## config.mk

```make
export PLATFORM = sky130hd
export DESIGN_NAME = combo_lock_ctrl
export DESIGN_NICKNAME = d
export VERILOG_FILES = /design/src/rtl/combo_lock_ctrl.sv
export SDC_FILE = /design/constraint.sdc
export NUM_CORES = 1
export LEC_CHECK = 0
export CAP_MARGIN = 20
export CORE_ASPECT_RATIO = 1.1
export CORE_MARGIN = 2
export CORE_UTILIZATION = 57
export DETAILED_ROUTE_END_ITERATION = 10
export PLACE_DENSITY = 0.77
export SYNTH_ARGS = -nofsm -noshare
export SYNTH_HDL_FRONTEND = slang
export SYNTH_SLANG_ARGS = --single-unit
```

## constraint.sdc

```tcl
create_clock -name clk -period 2.6 [get_ports clk]
set_clock_uncertainty 0.15 [all_clocks]
set_input_delay 0.39 -clock clk [delete_from_list [all_inputs] [get_ports clk]]
set_output_delay 0.39 -clock clk [all_outputs]
set_load 0.01 [all_outputs]
```

## src/rtl/combo_lock_ctrl.sv

```systemverilog
// combo_lock_ctrl: hex-digit combination lock controller with entry, alarm and
//   password-change states; optional auto-relock selected by macro LOCK_TIMEOUT_EN.
// Latency: zero extra cycles -- the edge that samples the final digit also updates state.
// Backpressure: none; all inputs are single-cycle pulses consumed on the edge they appear.
//
// Ports:
//   clk        in   single clock, rising edge
//   resetn     in   asynchronous active-low reset
//   digit[3:0] in   hex digit, sampled only when enter=1
//   enter      in   pulse: accept digit
//   lock       in   pulse: relock / abort entry (highest priority)
//   set_pw     in   pulse: start new-password entry from OPEN
//   alarm_clr  in   pulse: leave ALARM
//   state[2:0] out  registered state code (LOCKED=000 ENTRY=001 ALARM=010 NEWPW=011 OPEN=100)
//   fail_cnt   out  registered consecutive wrong-code count, saturating at MAX_FAIL
//   unlocked   out  registered, high only in OPEN
//
// Option: define LOCK_TIMEOUT_EN to build the OPEN-state relock counter (TIMEOUT_CYC cycles).

module combo_lock_ctrl #(
  parameter int          DIGITS      = 4,
  parameter int          MAX_FAIL    = 3,
  parameter logic [31:0] RESET_CODE  = 32'h0000_1234,
  parameter int          TIMEOUT_CYC = 50_000_000
) (
  input  logic       clk,
  input  logic       resetn,
  input  logic [3:0] digit,
  input  logic       enter,
  input  logic       lock,
  input  logic       set_pw,
  input  logic       alarm_clr,
  output logic [2:0] state,
  output logic [1:0] fail_cnt,
  output logic       unlocked
);

  localparam int         CW       = 4 * DIGITS;
  localparam logic [2:0] LAST_IDX = 3'(DIGITS - 1);
  localparam logic [1:0] MAX_F    = 2'(MAX_FAIL);

  // Elaboration-time parameter legality checks.
  if (DIGITS < 2 || DIGITS > 8) begin : g_bad_digits
    $error("combo_lock_ctrl: DIGITS out of range 2..8");
  end
  if (MAX_FAIL < 1 || MAX_FAIL > 3) begin : g_bad_max_fail
    $error("combo_lock_ctrl: MAX_FAIL out of range 1..3");
  end
  if (TIMEOUT_CYC < 1) begin : g_bad_timeout
    $error("combo_lock_ctrl: TIMEOUT_CYC must be at least 1");
  end

  typedef enum logic [2:0] {
    ST_LOCKED = 3'b000,
    ST_ENTRY  = 3'b001,
    ST_ALARM  = 3'b010,
    ST_NEWPW  = 3'b011,
    ST_OPEN   = 3'b100
  } state_e;

  state_e          state_q, state_d;
  logic [1:0]      fail_q, fail_d;
  logic            unlocked_q, unlocked_d;
  logic [2:0]      idx_q, idx_d;
  logic [CW-1:0]   entry_q, entry_d;
  logic [CW-1:0]   code_q, code_d;

`ifdef LOCK_TIMEOUT_EN
  localparam int        TW       = (TIMEOUT_CYC > 1) ? $clog2(TIMEOUT_CYC) : 1;
  localparam logic [TW-1:0] TMO_LAST = TW'(TIMEOUT_CYC - 1);
  logic [TW-1:0] tmo_q, tmo_d;
`endif

  // Digits shift in at the LSB so digit 0 ends up in the top nibble, matching
  // the stored-code layout; the final digit is compared straight from the input.
  logic [CW-1:0] entry_shift;
  logic [1:0]    fail_inc;
  logic          enter_ok;

  assign entry_shift = {entry_q[CW-5:0], digit};
  assign fail_inc    = (fail_q == MAX_F) ? fail_q : fail_q + 2'd1;
  // lock and set_pw both outrank enter, so either one suppresses the digit.
  assign enter_ok    = enter & ~lock & ~set_pw;

  always_comb begin
    state_d = state_q;
    fail_d  = fail_q;
    idx_d   = idx_q;
    entry_d = entry_q;
    code_d  = code_q;
`ifdef LOCK_TIMEOUT_EN
    // Zero unless we stay in OPEN, so every entry into OPEN starts from 0.
    tmo_d   = '0;
`endif

    case (state_q)
      ST_LOCKED: begin
        if (enter_ok) begin
          entry_d = {{(CW-4){1'b0}}, digit};
          idx_d   = 3'd1;
          state_d = ST_ENTRY;
        end
      end

      ST_ENTRY: begin
        if (lock) begin
          entry_d = '0;
          idx_d   = 3'd0;
          state_d = ST_LOCKED;
        end else if (enter_ok) begin
          if (idx_q == LAST_IDX) begin
            entry_d = '0;
            idx_d   = 3'd0;
            if (entry_shift == code_q) begin
              fail_d  = 2'd0;
              state_d = ST_OPEN;
            end else begin
              fail_d  = fail_inc;
              state_d = (fail_inc == MAX_F) ? ST_ALARM : ST_LOCKED;
            end
          end else begin
            entry_d = entry_shift;
            idx_d   = idx_q + 3'd1;
          end
        end
      end

      ST_ALARM: begin
        if (alarm_clr) begin
          fail_d  = 2'd0;
          state_d = ST_LOCKED;
        end
      end

      ST_NEWPW: begin
        if (lock) begin
          entry_d = '0;
          idx_d   = 3'd0;
          state_d = ST_LOCKED;
        end else if (enter_ok) begin
          if (idx_q == LAST_IDX) begin
            // Whole code replaced in one edge; partial entry never reaches code_q.
            code_d  = entry_shift;
            entry_d = '0;
            idx_d   = 3'd0;
            state_d = ST_OPEN;
          end else begin
            entry_d = entry_shift;
            idx_d   = idx_q + 3'd1;
          end
        end
      end

      ST_OPEN: begin
        if (lock) begin
          state_d = ST_LOCKED;
        end else if (set_pw) begin
          entry_d = '0;
          idx_d   = 3'd0;
          state_d = ST_NEWPW;
        end
`ifdef LOCK_TIMEOUT_EN
        else if (tmo_q == TMO_LAST) begin
          state_d = ST_LOCKED;
        end else begin
          tmo_d = tmo_q + 1'b1;
        end
`endif
      end

      default: begin
        // Illegal encodings recover to LOCKED with entry discarded.
        entry_d = '0;
        idx_d   = 3'd0;
        state_d = ST_LOCKED;
      end
    endcase

    unlocked_d = (state_d == ST_OPEN);
  end

  always_ff @(posedge clk or negedge resetn) begin
    if (!resetn) begin
      state_q    <= ST_LOCKED;
      fail_q     <= 2'd0;
      unlocked_q <= 1'b0;
      idx_q      <= 3'd0;
      entry_q    <= '0;
      code_q     <= RESET_CODE[CW-1:0];
    end else begin
      state_q    <= state_d;
      fail_q     <= fail_d;
      unlocked_q <= unlocked_d;
      idx_q      <= idx_d;
      entry_q    <= entry_d;
      code_q     <= code_d;
    end
  end

`ifdef LOCK_TIMEOUT_EN
  always_ff @(posedge clk or negedge resetn) begin
    if (!resetn) begin
      tmo_q <= '0;
    end else begin
      tmo_q <= tmo_d;
    end
  end
`endif

  assign state    = state_q;
  assign fail_cnt = fail_q;
  assign unlocked = unlocked_q;

endmodule

```

==> metrics.yaml, run 1 <==
period_needed_ps: 2150
status: "finished clean"
drive_gt1_share_pct: 21.5
track_usage_pct: 22.6
hold_viol: 0
hold_ws_ps: 282
post_cts_resized: 0
start_kind: "primary input"
p_leak_uw: 0.00100
cts_buffers: 5
ys_top_cells_by_area: "dfrtp_1, mux2_2, xor2_1"
drv_cap: 0
grt.overflow.total: 0
path_max_fanout: 16
portBuffers: 15
avgViaCountPerCell: 5.93
cts.sinks: 37
gp_congestion: 0.777
seqPwrFrac_pct: 50.5
ir_drop_v: 0.000553
synth_nets: 180
cts.reportedPaths.clkPinSlew_ps: 120
tightest_slew_ps: 775
netlist.area_leader.share_pct: 42.7
grt_max_degree: 38
dieArea_um2: 3770
rr_worst_depth: 4
p_comb_share_pct: 18.9
fin_setup_tns_ps: 0
vias: 1305
crit_path_end_kind: "register"
intPower_uw: 970
firstDrtPassIters: 4
avgSynthCellArea_um2: 11.1
cts_buffer_depth: 2
synth-seq-cells: 37
rows: 21
area_growth_pct: 12.9
grt_pass1_vias: 1388
hp-class: "primary input to async pin"
clkPwrFrac_pct: 30.5
clk_latency_ps: 350
ant_nets: 0
diodes: 0
initial_core_util_pct: 60.5
fin_area_um2: 2120
rsz0062_at_grt: "no"
swShare_pct: 28.4
htree_levels: 2
die_h_um: 64.2
postCtsHoldBufs: 0
syn_inst: 169
p_per_area_nw_per_um2: 639
cp.arrival_ps: 2230
synth.distinct_cells: 37
drt_iter0_markers: 55
totalWireLength_mm: 3.64
drc_errors: 0
maxSlewViolCount: 0
mostFrequentLayoutCells: "dfrtp_1, o21ai_0, xor2_1, mux2_2"
relSlewSlack_pct: 48.0
ios: 16
critical_path_class: "primary input to register"
hpwl_mm: 2.52
cts_root_buf: "clkbuf_4"
p_total_uw: 1350
route.detailed.wl_per_inst_um: 16.5
period_share_pct: 82.7
synth_area_um2: 1880
placed_area_um2: 2030
grt_pass1_wl_mm: 6.40
p_switching_uw: 384
cts_setup_buffers: 0
ys_seq_area_share_pct: 49.7
ys_warn_count: 0
synth_top_cell_by_area: "dfrtp_1"
layout_commonest_cell: "dfrtp_1"
setup_viol_count_final: 0
fmax_mhz: 465
core_area_um2: 3100
grt_antenna_before_repair: 0
die_w_um: 58.7
required_ps: 2680
cts_tree: "yes"
final_nets: 196
## per-layer routing
layer,vias up,part of all wire [%],track usage (%)
met5,-,0,0
met4,0,0.80,7.67
met3,4,4.7,6.88
met2,35,50,36.9
met1,619,44,28.1
li1,647,-,-
## Yosys cell counts, drive strengths merged
master,n
dfrtp,32
o21ai,18
mux2,16
xor2,16
nand2,15
o31ai,13
nor2,8
buf,7
dfstp,5
a21oi,4
nand4,4
nor2b,4
nor4,4
o22ai,3
clkbuf,2
inv,2
nand3,2
nor3,2
a32oi,1
and4bb,1
ha,1
nand2b,1
o21ba,1
o21bai,1
o31a,1
o32a,1
o32ai,1
o41ai,1
or3b,1
xnor2,1
## logic make-up (layout without fill, tap and decap cells)
group                    Yosys count  after routing  share of synthesized area [%]
AND/OR/NAND/NOR                   42             42                           12.7
buffers and inverters             11             28                           3.47
multiplexers                      16             16                           9.60
adder cells (fa/ha/maj)            1              1                          0.667
XOR/XNOR                          17             17                           7.93
flip-flops                        37             37                           49.7
AO/OA/AOI/OAI                     45             45                           15.9
## final timing paths
kind                                       from                     end  slack (ps)
setup reg to reg           idx_q[0]$_DFFE_PN0P_   code_q[6]$_DFFE_PN0P_         500
min in group clk           idx_q[1]$_DFFE_PN0P_    idx_q[1]$_DFFE_PN0P_         380
setup / recovery                           lock   code_q[6]$_DFFE_PN0P_         450
hold reg to reg            idx_q[1]$_DFFE_PN0P_    idx_q[1]$_DFFE_PN0P_         380
hold / removal                           resetn   code_q[0]$_DFFE_PN0P_         280
max in group asynchronous                resetn  code_q[12]$_DFFE_PN1P_        1640
## area by class of cell
type                       instances  area [um2]
sequential                        37         932
inverter                           2        7.51
clock buffer                       7        55.1
tap                               34        42.5
clock inverter                     1        30.0
multi-input combinational        121         880
fill                             246         981
timing repair buffer              18         173
## power by group through the flow
stage / logic (uW) / registers (uW) / clock network (uW)
after floorplan: 155 / 680 / 0
after global placement: 246 / 689 / 0
after detailed placement: 256 / 693 / 0
after CTS: 259 / 684 / 422
after global routing: 284 / 692 / 451
final: 256 / 684 / 413
## metrics by stage
stage,cells,utilization (%),setup slack (ps)
detailed placement,212,65.6,106
finish,220,68.4,449
CTS,220,68.4,476
floorplan,169,-,834
global route,220,68.4,320
global placement,212,65.6,202
## sequential cells by signal (all words and copies together), names as in the netlist
| name | count |
|---|---|
| code_q | 16 |
| entry_q | 12 |
| idx_q | 3 |
| state | 3 |
| fail_cnt | 2 |
| unlocked | 1 |
## critical path: stages
cell             delay, ps
clkdlybuf4s50_1        590
nor2_1                 280
nand4_2                500
mux2_2                 470
(Power assumes the default switching activity.)
==> run 2, diff against run 1 <==
--- a/config.mk
+++ b/config.mk
@@ -8,9 +8,9 @@
 export CAP_MARGIN = 20
 export CORE_ASPECT_RATIO = 1.1
 export CORE_MARGIN = 2
-export CORE_UTILIZATION = 57
+export CORE_UTILIZATION = 51
 export DETAILED_ROUTE_END_ITERATION = 10
-export PLACE_DENSITY = 0.77
+export PLACE_DENSITY = 0.72
 export SYNTH_ARGS = -nofsm -noshare
 export SYNTH_HDL_FRONTEND = slang
 export SYNTH_SLANG_ARGS = --single-unit
==> constraint.sdc (replaced) <==
create_clock -name clk -period 1.8 [get_ports clk]
set_clock_uncertainty 0.15 [all_clocks]
set_input_delay 0.27 -clock clk [delete_from_list [all_inputs] [get_ports clk]]
set_output_delay 0.27 -clock clk [all_outputs]
set_load 0.01 [all_outputs]
==> run 2 against run 1 <==
  * Critical path depth increased by 1
  * Register-to-register slack worse by 440 ps
  * Cell area rose by 19%
  * Largest cell class unchanged
  * Via count grew 11%
  * Power up 71%
  * Sequential power up 41%
  * Hold slack got worse by 90 ps
==> metrics.yaml, run 2 (synthesis results as in run 1) <==
drt_iter0_markers: 86  # +56%
p_comb_share_pct: 21.7  # +2.8 points
crit_path_end_kind: "register"
start_kind: "register"
cts_tree: "yes"
core_area_um2: 3600  # +16%
clkPwrFrac_pct: 36.4  # +5.9 points
hpwl_mm: 2.61  # +3.6%
ir_drop_v: 0.000549  # -0.74%
relSlewSlack_pct: 76.8  # +29 points
grt_antenna_before_repair: 0  # unchanged
cts_root_buf: "clkbuf_8"
diodes: 0  # unchanged
gp_congestion: 0.827  # +6.5%
area_growth_pct: 34.7
cts_buffers: 5  # unchanged
tightest_slew_ps: 346  # -429 ps
route.detailed.wl_per_inst_um: 15.1  # -8.7%
worst-r2r-setup-slack_ps: 60  # -440 ps
cts_buffer_depth: 2  # unchanged
drv_cap: 0  # unchanged
grt_max_degree: 38  # unchanged
path_cells: "ha_2 > and4bb_2 > nand4_4 > clkbuf_16 > mux2_2"
fin_util_pct: 70.3  # +1.9 points
p_total_uw: 2310  # +71%
swShare_pct: 26.4  # -2.0 points
crit_path_top_delay_cell: "dfrtp_1"
p_leak_uw: 0.00122  # +21%
grt.overflow.total: 0  # unchanged
ant_nets: 0  # unchanged
cp.arrival_ps: 1770  # -460 ps
htree_levels: 2  # unchanged
die_w_um: 61.8  # +5.3%
final_nets: 224  # +14%
largest_reg_flops: 16  # unchanged
initial_core_util_pct: 52.2  # -8.4 points
mostFrequentLayoutCells: "dfrtp_1, buf_4, xor2_1, o21ai_0, mux2_2"
fmax_mhz: 574
cts.reportedPaths.clkPinSlew_ps: 70  # -50 ps
track_usage_pct: 21.0  # -1.6 points
hold_viol: 0  # unchanged
status: "finished clean"
maxSlewViolCount: 0  # unchanged
intPower_uw: 1700  # +75%
clk_latency_ps: 290  # -60 ps
critical_path_class: "register to register"
vias: 1454  # +11%
die_h_um: 67.6  # +5.4%
period_needed_ps: 1740
grt_pass1_wl_mm: 6.21  # -2.9%
drc_errors: 0  # unchanged
rr_worst_depth: 5  # +1
cts.sinks: 37  # unchanged
avgViaCountPerCell: 5.51  # -7.2%
drive_gt1_share_pct: 36.9  # +15 points
totalWireLength_mm: 3.98  # +9.6%
cpPeakStageDelay_ps: 370  # -220 ps
dieArea_um2: 4180  # +11%
seqPwrFrac_pct: 41.8  # -8.7 points
period_share_pct: 96.8
firstDrtPassIters: 4  # unchanged
largest_register: "code_q"
p_per_area_nw_per_um2: 914  # +43%
portBuffers: 15  # unchanged
setup_viol_count_final: 0  # unchanged
dp_cells: 250  # +18%
reg_top3: "code_q x16, entry_q x12"
required_ps: 1830  # -850 ps
fillers: 257  # +4.5%
ios: 16  # unchanged
layout_commonest_cell: "dfrtp_1"
grt_pass1_vias: 1393  # +0.36%
hp-class: "primary input to async pin"
p_switching_uw: 610  # +59%
path_max_fanout: 8  # -8
rows: 23  # +9.5%
final_cells: 264  # +20%
## run 2: repair_timing
item                       in CTS  in global routing
setup endpoints to repair       8                 23
buffers inserted                0                  5
gates resized for setup         5                 10
hold buffers                    0                  0
cloned                          0                  1
pin swaps                       0                  7
## run 2: through the flow
stage               TNS, ps  cell area [um2]  worst slack [ps]  hold WS, ps
floorplan                 0             1880              33.7         -176
global placement      -5350             2280              -226          337
detailed placement    -6160             2280              -267          344
CTS                       0             2430              13.5          198
global route          -9.48             2530             -7.29          215
finish                    0             2530              57.6          193
## run 2: path summary, 6_finish.rpt
path / start / end
setup / recovery: idx_q[0]$_DFFE_PN0P_ / code_q[11]$_DFFE_PN0P_
max in group asynchronous: resetn / code_q[2]$_DFFE_PN1P_
min in group clk: lock / state[0]$_DFF_PN0_
setup reg to reg: idx_q[0]$_DFFE_PN0P_ / code_q[11]$_DFFE_PN0P_
hold / removal: resetn / code_q[15]$_DFFE_PN0P_
hold reg to reg: idx_q[1]$_DFFE_PN0P_ / idx_q[1]$_DFFE_PN0P_
## run 2: power groups by stage
stage / clock (uW) / sequential, uW / combinational (uW)
2_1_floorplan: 0 / 982 / 223
3_3_place_gp: 0 / 976 / 457
3_5_place_dp: 0 / 982 / 467
4_1_cts: 859 / 969 / 480
5_1_grt: 900 / 975 / 555
6_report: 842 / 967 / 503
## run 2: per-layer routing
metal	vias to the layer above	routed length, um	global-route usage, %
met1	723	1700	24.5
met3	6	97	5.17
met2	18	2110	35.7
li1	707	-	-
met4	0	72	9.31
met5	-	0	0
## run 2: layout make-up
class | count | area, um2 | area share, %
Timing Repair Buffer | 46 | 464 | 18.4
Clock inverter | 3 | 65.1 | 2.57
Tap cell | 50 | 62.6 | 2.47
Sequential cell | 37 | 935 | 37.0
Inverter | 2 | 7.51 | 0.297
Multi-Input combinational cell | 121 | 926 | 36.6
Clock buffer | 5 | 68.8 | 2.72
## run 2: worst max-delay path: cells and delay by family (launching register included)
family                     cells  cell delay [ps]
DFF                            1              370
buffers and inverters          1              210
adders and majority gates      1              190
and+or+nand+nor                2              440
muxes                          1              270
==> patch 1 (flow settings as in run 2) <==
The parameter `DIGITS` goes from 4 to 3.
--- a/src/rtl/combo_lock_ctrl.sv
+++ b/src/rtl/combo_lock_ctrl.sv
@@ -20,3 +20,3 @@
 module combo_lock_ctrl #(
-  parameter int          DIGITS      = 4,
+  parameter int          DIGITS      = 3,
   parameter int          MAX_FAIL    = 3,
Formal check against the unedited RTL: not equivalent (a bounded check fails within 4 cycles, from zero or initial values and one cycle with resetn low).
==> patch 1 against run 2 <==
- area after synthesis shrank 20%
- setup slack lost 230 ps
- maximum frequency shrank 12%
- die area shrank 19%
- clock power shrank 34%
- count of clock-buffer cells in the layout grew 2
- sequential cell count shrank 8
- design area shrank 19%
- the flow now finishes with violations (negative setup slack)
- wire length shrank 12%
- power shrank 33%
- sequential power shrank 24%
- largest cell class is now multi-input combinational cells
==> patch 1: results (changes against run 2) <==
Power
The worst supply voltage drop on vdd is 671 uV (+22%).

Global route
The met2 global-route usage is 37.6% (+1.9 points). The met1 capacity usage during global routing is 23.5% (-1.0 points). The combined global-route utilization of all metal layers came to 21.5% (+0.59 points). The global-route wire length before repair is 5.45 mm (-12%).

Drt
The detailed-routed wire length on met3 came to 273 um (+180%). The met2 routed wirelength is 1.74 mm (-18%). The final routed wirelength across all metal layers came to 3.51 mm (-12%). The post-detailed-route wirelength per cell came to 16.6 um (+10%). The number of violations reported at the end of detailed-routing iteration 0 is 42 (-51%). The via count of the routed design came to 1,205 (-17%).

Yosys
By count the netlist is led by 25 x dfrtp_1, 12 x nand2_1, 12 x xor2_1. By area the synthesized netlist is led by dfrtp_1 42%, mux2_4 10%, dfstp_2 7.0%. The number of distinct library cells after synthesis was 40 (+8.1%). The synthesized netlist net count is 144 (-20%).

Status
The flow ran to the end, but the final reports show violations. The checks that failed: negative setup slack.

Layout
In the final layout, the registers with the most flip-flops are code_q x12, entry_q x8. The fraction of final layout cells with drive strength greater than 1 is 34.3% (-2.6 points). The fill cell instance count of the final layout is 190 (-26%). The number of nets in the finished design is 187 (-17%).

Placed design
The placement-stage cell area is 1830 um2 (-20%). The cell total after placement is 197 (-21%). The weighted congestion reported at the end of routability-driven placement is 0.924 (+12%). The worst setup slack after placement was -539 ps (-272 ps).

STA
The worst relative slew slack came to 70.9% (-6.0 points). The smallest setup slack after layout was -173 ps (-231 ps). The number of setup violations in the final report is 19 (+19). The final worst hold slack is 169 ps (-23.2 ps).

Critical path
The number of cells traversed by the worst register-to-register path is 6 (+1). The startpoint of the worst register-to-register path is idx_q[2]. The endpoint identified for the worst register-to-register timing path is unlocked.

Clocking
The cell chosen for the clock root is clkbuf_4. The clock insertion delay at the later pin of the skew report is 320 ps (+30 ps).
patch 1: changes by cell type in the layout (fill, tap and decap cells not counted), sizes merged, moves of 3 or more:
cell	delta
mux2	-4
nand4	-4
buf	-4
dfrtp	-7
a22o	+4
xor2	-4
o21ai	-8
nor2b	-3
o22ai	-3
o31ai	-11
patch 1: cell families after synthesis:
group                  synth area share (%)
XOR/XNOR                               6.99
buffers and inverters                  3.58
AO/OA/AOI/OAI                          14.3
AND/OR/NAND/NOR                        15.0
multiplexers                           11.5
flip-flops                             48.6
patch 1: power by group through the flow:
stage	Sequential [W]	Clock, W	Combinational (W)
after floorplan	0.000746	0	0.0000973
after global placement	0.000743	0	0.000223
after detailed placement	0.000745	0	0.000231
after CTS	0.000736	0.000566	0.000236
after global routing	0.000744	0.000596	0.000279
final	0.000737	0.000558	0.000257
patch 1: worst max-delay path by stage:
| stage | start | to |
|---|---|---|
| finish | enter | unlocked |
| CTS | idx_q[2] | state[2] |
| global route | enter | fail_cnt[1] |
| floorplan | idx_q[2] | code_q[0] |
| global placement | enter | fail_cnt[0] |
| detailed placement | enter | fail_cnt[0] |
patch 1: worst max-delay path: stages:
cell and delay, ps:
clkdlybuf4s50_1 450, nor2b_2 140, or4b_4 500, buf_6 150, or2_4 240, a21o_1 180
a21oi_1 140
patch 1: final cells by class:
cell class | instances | area share [%]
Multi-Input combinational cell | 96 | 37.8
Sequential cell | 29 | 35.8
Timing Repair Buffer | 41 | 19.4
Clock buffer | 7 | 2.70
Tap cell | 33 | 2.02
Clock inverter | 1 | 1.47
Inverter | 4 | 0.736
patch 1: timing repair:
action / CTS / global route
hold endpoints to repair: 0 / 0
gates resized for setup: 6 / 13
endpoints found under the setup margin: 21 / 30
setup buffers: 1 / 5
pin swaps: 1 / 3
==> patch 2 (flow settings as in run 2) <==
Made on the original files. Register the output `fail_cnt` once more, with the module's reset; this adds one clock of latency there. The other outputs are not delayed to match. Comments in the files are not updated.
--- a/src/rtl/combo_lock_ctrl.sv
+++ b/src/rtl/combo_lock_ctrl.sv
@@ -210,3 +210,9 @@
   assign state    = state_q;
-  assign fail_cnt = fail_q;
+  always_ff @(posedge clk or negedge resetn) begin
+    if (!resetn) begin
+      fail_cnt <= '0;
+    end else begin
+      fail_cnt <= fail_q;
+    end
+  end
   assign unlocked = unlocked_q;
Formal check against the unedited RTL: not equivalent (Yosys sat finds a counterexample within 10 cycles, from zero or initial values and one cycle with resetn low).
==> patch 2 against run 2 <==
- power grew 1.6%
- first-iteration DRC count decreased by 50%
- design area rose by 0.15%
- setup slack worse by 27 ps
- critical endpoint is now state[0]
- wire length up 9.3%
- largest cell class unchanged
- count of clock-buffer cells in the layout up 1
- area after synthesis rose by 0.80%
- highest routed layer unchanged
- hold slack gained 73 ps
- sequential cell count is 2 higher
- largest power group unchanged
- synthesized cell count is 0.59% higher
- sequential share of layout area increased by 2.0 points
==> patch 2: results (changes against run 2) <==
Critical path
The type of the worst setup path is register to register. The maximum fanout count along the critical path is 3 (-5). The critical path data arrival time came to 1840 ps (+70 ps). The startpoint of the worst register-to-register path is idx_q[1].

The number of cells traversed by the worst register-to-register path came to 8 (+3). The end of the worst register-to-register path is state[0].

Drt
The count of TritonRoute iterations in the first routing pass is 4 (unchanged). The vias per cell is 5.60 (+1.6%). The number of violations reported at the end of detailed-routing iteration 0 came to 43 (-50%). The post-detailed-route wirelength per cell is 16.4 um (+8.5%).

Placed design
The HPWL reported at the end of detailed placement is 3.12 mm (+20%). The count of input and output buffers came to 15 (unchanged). The worst setup slack after placement is -304 ps (-36.9 ps). The placement-stage cell area is 2310 um2 (+1.3%). The weighted congestion reported at the end of routability-driven placement is 0.841 (+1.7%).

Power
The worst supply voltage drop on vdd is 762 uV (+39%). The leakage power is 1.23 nW (+1.4%).

Yosys
The commonest cells after synthesis are 34 x dfrtp_1, 16 x nand2_1, 16 x xor2_1. The synthesized netlist net count is 181 (+0.56%). The post-synthesis async set-or-reset flop share came to 100% (unchanged). The share of synthesized area occupied by flip-flops and latches is 51.9% (+2.3 points).

The number of warnings reported in the yosys synthesis log was 0 (unchanged). In the synthesized netlist the dominant register cell turns out to be dfrtp_1. The number of distinct library cells after synthesis is 37 (unchanged). By area the synthesized netlist is led by dfrtp_1 45%, xor2_1 7.4%, mux2_1 7.1%.

Clocking
The clock-pin slew reported for the worst setup and hold paths after clock tree synthesis is 70 ps (about the same). The number of levels in the clock H-tree is 2 (unchanged). The clock insertion delay at the later pin of the skew report is 290 ps (about the same). The number of buffers added by the clock tree synthesis step is 5 (unchanged). In this run the clock root is driven by a clkbuf_8.

The maximum buffer depth of the clock tree is 2 (unchanged).

Global route
The largest net degree at the start of global routing is 22 (-42%). The number of global-route vias before repair is 1,528 (+9.7%). The met3 track demand over resource is 7.18% (+2.0 points). The met2 global-route usage is 40.4% (+4.7 points).

The global-route wire length before repair is 7.19 mm (+16%). The combined global-route utilization of all metal layers is 24.1% (+3.1 points). The met1 capacity usage during global routing is 28.7% (+4.1 points). The number of antenna violations at the first check in global routing was 0 (unchanged).

STA
The worst relative slew slack is 70.8% (-6.1 points). The smallest setup slack after layout was 31.0 ps (-26.6 ps). The number of setup violations in the final report is 0 (unchanged).

Layout
The fraction of final layout cells with drive strength greater than 1 is 30.1% (-6.8 points). The number of antenna repair diodes was 0 (unchanged). The largest registers in the layout are code_q x16, entry_q x12. The number of flip-flops under the largest register name came to 16 (unchanged). The number of nets in the finished design is 226 (+0.89%).

Status
The flow ran to the end, and the final reports show no timing, DRC or antenna violations.

Min path
The worst hold-check path type is register to register.
-- patch 2: changes by cell type in the layout (fill, tap and decap cells not counted), sizes merged, moves of 2 or more --
| cell | run 2 | this run |
|---|---|---|
| dfrtp | 32 | 34 |
| o31ai | 13 | 5 |
| mux2 | 16 | 13 |
| inv | 2 | 6 |
| mux2i | 0 | 4 |
| o41ai | 1 | 4 |
| o32ai | 1 | 3 |
-- patch 2: per-stage QoR --
| stage | setup TNS (ps) | instances | hold slack [ps] |
|---|---|---|---|
| CTS | 0 | 263 | 269 |
| detailed placement | -7290 | 254 | 87.4 |
| global route | -73.2 | 266 | 278 |
| finish | 0 | 266 | 265 |
| floorplan | 0 | 170 | -176 |
| global placement | -5900 | 254 | 78.6 |
-- patch 2: metal layers --
layer | up-vias | wire length, um
met3 | 6 | 146
met5 | - | 0
met4 | 0 | 92
li1 | 699 | -
met2 | 38 | 2310
met1 | 746 | 1810
-- patch 2: worst min-delay path by stage --
stage                   to  cells after the start  startpoint
5_1_grt        fail_cnt[0]                      0   fail_q[0]
4_1_cts        fail_cnt[0]                      0   fail_q[0]
2_1_floorplan    code_q[0]                      0      resetn
6_report       fail_cnt[0]                      0   fail_q[0]
3_5_place_dp     code_q[8]                      1      resetn
3_3_place_gp     code_q[8]                      1      resetn
-- patch 2: worst max-delay path: stages, from the launching register on --
cell	delay (ps)
dfrtp_1	420
ha_4	180
and4bb_2	230
buf_4	150
buf_4	130
nor2b_2	110
a21oi_1	50
o32a_1	180
nor2_2	100
-- patch 2: area by class of cell --
type	count	area [um2]
fillers	273	1060
flip-flops and latches	39	986
multi-input cells	117	912
repair buffers	46	432
clock buffers	6	82.6
well taps	50	62.6
clock inverters	2	35.0
inverters	6	22.5
-- patch 2: kinds of logic (layout without fill, tap and decap cells) --
logic type	count (synthesis)	after routing	synth area share, %
AO/OA/AOI/OAI	40	40	14.4
XOR/XNOR	17	17	7.87
adder cells (fa/ha/maj)	1	1	0.661
buffers and inverters	14	60	3.37
flip-flops	39	39	51.9
multiplexers	17	17	10.1
AND/OR/NAND/NOR	42	42	11.7
-- patch 2: power breakdown --
part           internal [W]  leakage, nW  switching [W]  total (W)
combinational      0.000284        0.669       0.000263   0.000547
clock              0.000448       0.0612       0.000295   0.000743
sequential         0.000973        0.502      0.0000867    0.00106
total               0.00170         1.23       0.000644    0.00235
-- patch 2: timing repair --
action | 4_1_cts | 5_1_grt
buffers inserted | 0 | 3
endpoints found under the setup margin | 6 | 23
resized for setup | 8 | 13
hold buffers | 1 | 0
pin swaps | 0 | 8
endpoints found under the hold margin | 14 | 0
